File: src/rtl/io_hub_pkg.sv
// Shared io_hub definitions: UART bit-FSM encoding, byte-lane type and the
// command codes consumed by the downstream io_hub command state machine.
package io_hub_pkg;

  typedef enum logic [2:0] {
    ST_IDLE,
    ST_START,
    ST_DATA,
    ST_STOP,
    ST_BREAK
  } bit_state_e;

  typedef logic [1:0] lane_t;

  localparam logic [7:0] CMD_START      = 8'd1;
  localparam logic [7:0] CMD_FINISH     = 8'd2;
  localparam logic [7:0] CMD_ADDR_FIRST = 8'd3;
  localparam logic [7:0] CMD_ADDR_END   = 8'd4;
  localparam logic [7:0] CMD_DATA       = 8'd5;

endpackage

File: src/rtl/io_uart_rx_byte.sv
// 8N1 byte receiver: 2-flop synchronizer, bit FSM and baud counter.
// byte_valid / frame_err are combinational strobes in the stop-sample cycle.
module io_uart_rx_byte
  import io_hub_pkg::*;
#(
  parameter int CLK_DIV = 434
) (
  input  logic       clk,
  input  logic       rst,
  input  logic       rx,
  output logic [7:0] byte_data,
  output logic       byte_valid,
  output logic       frame_err,
  output bit_state_e state
);

  // The counter loads 0 in the cycle after T0, hence the -1 on both compares.
  localparam logic [15:0] HALF_M1 = 16'(CLK_DIV / 2 - 1);
  localparam logic [15:0] DIV_M1  = 16'(CLK_DIV - 1);

  logic        rx_s1, rx_s2, rx_prev;
  logic [15:0] cnt, cnt_nxt;
  logic [2:0]  bit_idx, bit_nxt;
  logic [7:0]  shreg, sh_nxt;
  bit_state_e  state_nxt;

  always_ff @(posedge clk or posedge rst) begin
    if (rst) begin
      rx_s1   <= 1'b1;
      rx_s2   <= 1'b1;
      rx_prev <= 1'b1;
      state   <= ST_IDLE;
      cnt     <= '0;
      bit_idx <= '0;
      shreg   <= '0;
    end else begin
      rx_s1   <= rx;
      rx_s2   <= rx_s1;
      rx_prev <= rx_s2;
      state   <= state_nxt;
      cnt     <= cnt_nxt;
      bit_idx <= bit_nxt;
      shreg   <= sh_nxt;
    end
  end

  always_comb begin
    state_nxt  = state;
    cnt_nxt    = cnt + 16'd1;
    bit_nxt    = bit_idx;
    sh_nxt     = shreg;
    byte_valid = 1'b0;
    frame_err  = 1'b0;
    case (state)
      ST_IDLE: begin
        cnt_nxt = '0;
        if (rx_prev && !rx_s2) state_nxt = ST_START;
      end
      ST_START: begin
        if (cnt == HALF_M1) begin
          cnt_nxt   = '0;
          bit_nxt   = '0;
          state_nxt = rx_s2 ? ST_IDLE : ST_DATA;
        end
      end
      ST_DATA: begin
        if (cnt == DIV_M1) begin
          cnt_nxt = '0;
          sh_nxt  = {rx_s2, shreg[7:1]};
          bit_nxt = bit_idx + 3'd1;
          if (bit_idx == 3'd7) state_nxt = ST_STOP;
        end
      end
      ST_STOP: begin
        if (cnt == DIV_M1) begin
          cnt_nxt = '0;
          if (rx_s2) begin
            byte_valid = 1'b1;
            state_nxt  = ST_IDLE;
          end else begin
            frame_err = 1'b1;
            state_nxt = ST_BREAK;
          end
        end
      end
      ST_BREAK: begin
        cnt_nxt = '0;
        if (rx_s2) state_nxt = ST_IDLE;
      end
      default: state_nxt = ST_IDLE;
    endcase
  end

  assign byte_data = shreg;

endmodule

File: src/rtl/io_uart_word_rx.sv
// UART word receiver: assembles four 8N1 bytes into a little-endian 32-bit
// word; framing errors and inter-byte timeouts drop the partial word.
module io_uart_word_rx
  import io_hub_pkg::*;
#(
  parameter int CLK_DIV      = 434,
  parameter int TIMEOUT_BITS = 32
) (
  input  logic        clk,
  input  logic        rst,
  input  logic        rx,
  output logic [31:0] data,
  output logic        data_ready,
  output logic        frame_err,
  output logic        timeout_err
);

  localparam int TLIM_I = TIMEOUT_BITS * CLK_DIV;
  localparam int TW     = $clog2(TLIM_I + 1);
  localparam logic [TW-1:0] TLIM = TW'(TLIM_I);

  logic [7:0]    byte_data;
  logic          byte_valid;
  logic          byte_ferr;
  bit_state_e    bit_state;
  lane_t         byte_cnt;
  logic [23:0]   shadow;
  logic [TW-1:0] tcnt;

  io_uart_rx_byte #(.CLK_DIV(CLK_DIV)) u_byte (
    .clk        (clk),
    .rst        (rst),
    .rx         (rx),
    .byte_data  (byte_data),
    .byte_valid (byte_valid),
    .frame_err  (byte_ferr),
    .state      (bit_state)
  );

  // Acceptance outranks timeout expiry; byte 3 goes straight into data.
  always_ff @(posedge clk or posedge rst) begin
    if (rst) begin
      data        <= '0;
      data_ready  <= 1'b0;
      frame_err   <= 1'b0;
      timeout_err <= 1'b0;
      byte_cnt    <= '0;
      shadow      <= '0;
      tcnt        <= '0;
    end else begin
      data_ready  <= 1'b0;
      frame_err   <= 1'b0;
      timeout_err <= 1'b0;
      if (byte_valid) begin
        tcnt     <= '0;
        byte_cnt <= byte_cnt + 1'b1;
        case (byte_cnt)
          2'd0: shadow[7:0]   <= byte_data;
          2'd1: shadow[15:8]  <= byte_data;
          2'd2: shadow[23:16] <= byte_data;
          default: begin
            data       <= {byte_data, shadow};
            data_ready <= 1'b1;
            shadow     <= '0;
          end
        endcase
      end else if (byte_ferr) begin
        frame_err <= 1'b1;
        byte_cnt  <= '0;
        shadow    <= '0;
        tcnt      <= '0;
      end else if (bit_state != ST_IDLE || byte_cnt == 2'd0) begin
        tcnt <= '0;
      end else if (tcnt == TLIM) begin
        timeout_err <= 1'b1;
        byte_cnt    <= '0;
        shadow      <= '0;
        tcnt        <= '0;
      end else begin
        tcnt <= tcnt + 1'b1;
      end
    end
  end

endmodule

File: config.mk
export PLATFORM = sky130hd
export DESIGN_NAME = io_uart_word_rx
export DESIGN_NICKNAME = d
export VERILOG_FILES = /design/src/rtl/io_hub_pkg.sv /design/src/rtl/io_uart_rx_byte.sv /design/src/rtl/io_uart_word_rx.sv
export SDC_FILE = /design/constraint.sdc
export NUM_CORES = 1
export LEC_CHECK = 0
export BUFFER_PORTS_ARGS = -buffer_cell sky130_fd_sc_hd__buf_2
export CORE_MARGIN = 2
export CORE_UTILIZATION = 57
export DETAILED_ROUTE_END_ITERATION = 7
export PLACE_DENSITY = 0.83
export SYNTH_ARGS = -nofsm -noshare
export SYNTH_HDL_FRONTEND = slang
export SYNTH_SLANG_ARGS = --single-unit
File: constraint.sdc
create_clock -name clk -period 4.09 [get_ports clk]
set_clock_uncertainty 0.1 [all_clocks]
set_input_delay 0 -clock clk [delete_from_list [all_inputs] [get_ports clk]]
set_output_delay 0 -clock clk [all_outputs]
set_load 0.02 [all_outputs]
==> impl_metrics.json <==
{
  "status": "completed",
  "max_freq_mhz": 295,
  "ys_warn_count": 0,
  "gp_congestion": 0.765,
  "io_pins": 38,
  "hold_viol": 0,
  "areaGrowthSynthToFinish_pct": 10.9,
  "r2r-end": "data[10]$_DFFE_PP0P_",
  "drt-wirelength-per-cell_um": 16.7,
  "clock_sinks": 108,
  "drive_gt1_share_pct": 26.2,
  "numCtsBuffers": 9,
  "r2r_start": "u_byte.cnt[13]$_DFF_PP0_",
  "rows": 33,
  "crit_fanout": 32,
  "dieWidth_um": 94.8,
  "core-area_um2": 8090,
  "end_kind": "flip-flop",
  "fin_crit_sh_pct": 82.9,
  "drv_slew": 0,
  "synth-seq-cells": 108,
  "fin_crit_ps": 3390,
  "initial_utilization_pct": 58.1,
  "port_buffers": 37,
  "setup_ws_ps": 701,
  "worst_pin_slew_ps": 1040,
  "worstRegToRegCells": 5,
  "grt_start_max_net_pins": 70,
  "synth_area_per_cell_um2": 12.8,
  "dieArea_um2": 8990,
  "cts_tree": "yes",
  "drc_errors": 0,
  "grt_pass1_vias": 2947,
  "ant_nets": 0,
  "critPathKind": "reg -> reg",
  "maxCapViolations": 0,
  "reg2reg_slack_ps": 700,
  "die_h_um": 94.8,
  "drt_iter0_markers": 160,
  "cts_root_buffer": "clkbuf_8",
  "clk_latency_ps": 380,
  "start_kind": "flip-flop",
  "rsz0062_at_grt": "false",
  "grtUsageTotal_pct": 20.9,
  "num_vias": 2885,
  "async_reset_ff_share_pct": 100,
  "vdd_drop_max_uv": 159,
  "p_per_area_nw_per_um2": 380,
  "syn_inst": 366,
  "fin_tns_setup_ps": 0,
  "post_cts_resized": 0,
  "crit_path_start": "u_byte.cnt[13]$_DFF_PP0_",
  "synth-seq-area-share_pct": 57.6,
  "htreeDepth": 3,
  "slew_headroom_pct": 30.8,
  "path_clk_slew_ps": 110,
  "grt_pass1_wl_um": 14400,
  "whs_ps": 167,
  "dp_slack_ps": 756,
  "syn_nets": 380,
  "post_synth_instance_area_um2": 4700,
  "viasPerCell": 5.57,
  "synth-edff-count": 0,
  "antenna_found_initial": 0,
  "synth_flop_cell": "dfrtp_1",
  "power_leakage_uw": 0.00263,
  "hold_path_class": "in -> reg",
  "arrival_ps": 3550,
  "grt.overflow.total": 0,
  "hold_depth": 2,
  "diodes": 0,
  "endpoint": "data[10]$_DFFE_PP0P_",
  "cts_setup_buffers": 0,
  "drt-total-wl_um": 8640,
  "hold_path_startpoint": "rx",
  "fin_util_pct": 64.4,
  "fin_nets": 422,
  "dp_hpwl_um": 5620,
  "clock_path_buffers": 2,
  "cp.required_ps": 4250,
  "setup_viol": 0,
  "synth.distinct_cells": 43,
  "firstDrtPassIters": 4
}
layer usage:
layer  vias to the layer above  share of wire [%]  track usage (%)
met2                        46                 46             31.9
li1                       1360                  -                -
met4                         0                2.6             9.54
met1                      1459                 48             29.0
met3                        20                3.3             4.07
met5                         -                  0                0
through the flow:
step / power, µW / cells / cell area [µm²]
floorplan: 1270 / 366 / 4700
global placement: 1300 / 500 / 4970
detailed placement: 1310 / 500 / 4970
CTS: 1990 / 518 / 5210
global route: 2060 / 518 / 5210
finish: 1980 / 518 / 5210
worst max-delay path, cell delays in order (launching register included):
cell	delay, ps
dfrtp_1	430
or4_4	580
nor4_4	570
nand4_4	200
or3_2	890
mux2_4	470
report_power, final:
group	total (µW)	leakage, µW	switching [µW]	internal [µW]
combinational	136	0.00104	77.4	59.1
sequential	1150	0.00148	49.0	1100
clock	691	0.000109	392	299
synth_stat cells (2+ instances only):
| cell type | count | area share [%] |
|---|---|---|
| mux2i_1 | 2 | 0.43 |
| o211ai_1 | 2 | 0.32 |
| a21oi_1 | 4 | 0.43 |
| and3_1 | 7 | 0.93 |
| or3_1 | 5 | 0.67 |
| xor2_1 | 11 | 2.1 |
| nand3_1 | 10 | 1.1 |
| nor2b_1 | 3 | 0.40 |
| mux2_2 | 12 | 2.9 |
| nand3b_1 | 2 | 0.32 |
| dfstp_2 | 3 | 1.7 |
| clkbuf_1 | 5 | 0.40 |
| nor2_1 | 44 | 3.5 |
| buf_6 | 3 | 0.72 |
| ha_1 | 11 | 2.9 |
| or4_4 | 2 | 0.48 |
| and4_1 | 2 | 0.37 |
| mux2_4 | 30 | 9.6 |
| inv_1 | 14 | 1.1 |
| nor3_1 | 6 | 0.64 |
| nand4_1 | 5 | 0.67 |
| nand2_1 | 21 | 1.7 |
| xnor2_1 | 14 | 2.6 |
| a22o_1 | 25 | 4.7 |
| dfrtp_1 | 105 | 56 |
cell usage in the layout (no fill, tap or decap), types with 2 or more instances in the layout:
cell type      instances
inv_6                  2
o211ai_1               2
dfrtp_1              105
or4_4                  2
ha_1                  11
nor3_1                 6
dfstp_2                3
clkinv_4               2
xnor2_1               14
mux2_4                30
nor2_1                44
dlygate4sd3_1          2
inv_1                 13
nand2_1               21
nor2b_1                3
and3_1                 7
and4_1                 2
mux2i_1                2
mux2_2                12
buf_2                 37
a22o_1                25
clkbuf_8               9
buf_4                  2
nand3_1               10
xor2_1                11
or3_1                  4
a21oi_1                4
nand3b_1               2
nand4_1                5
cell type report:
| cell class | count | area, µm² |
|---|---|---|
| Fill cell | 619 | 2880 |
| Sequential cell | 108 | 2710 |
| Multi-Input combinational cell | 234 | 1880 |
| Timing Repair Buffer | 41 | 220 |
| Tap cell | 105 | 131 |
| Clock buffer | 9 | 124 |
| Clock inverter | 7 | 92.6 |
| Inverter | 14 | 55.1 |
how the worst min path moves through the flow:
stage and endpoint:
2_1_floorplan u_byte.rx_s1$_DFF_PP1_, 3_3_place_gp u_byte.rx_s1$_DFF_PP1_, 3_5_place_dp u_byte.rx_s1$_DFF_PP1_, 4_1_cts u_byte.rx_s1$_DFF_PP1_
5_1_grt u_byte.rx_s1$_DFF_PP1_, 6_report u_byte.rx_s1$_DFF_PP1_
state kept, by name, indices dropped and copies added, names as in the netlist:
name	flops
frame_err	1
u_byte.rx_prev	1
u_byte.bit_idx	3
u_byte.byte_data	8
timeout_err	1
byte_cnt	2
u_byte.rx_s1	1
u_byte.rx_s2	1
data_ready	1
tcnt	14
shadow	24
u_byte.state	3
u_byte.cnt	16
data	32
logic make-up after synthesis:
kind of cell | synth area share, %
simple gates | 13.3
flops | 57.6
mux | 12.9
compound gates | 6.20
xor+xnor | 4.66
buf+inv | 2.42
fa+ha+maj | 2.93
timing repair:
item / 4_1_cts / 5_1_grt
setup endpoints to repair: 0 / 0
endpoints found under the hold margin: 66 / 0
hold buffers: 2 / 0
(Power assumes the default switching activity.)
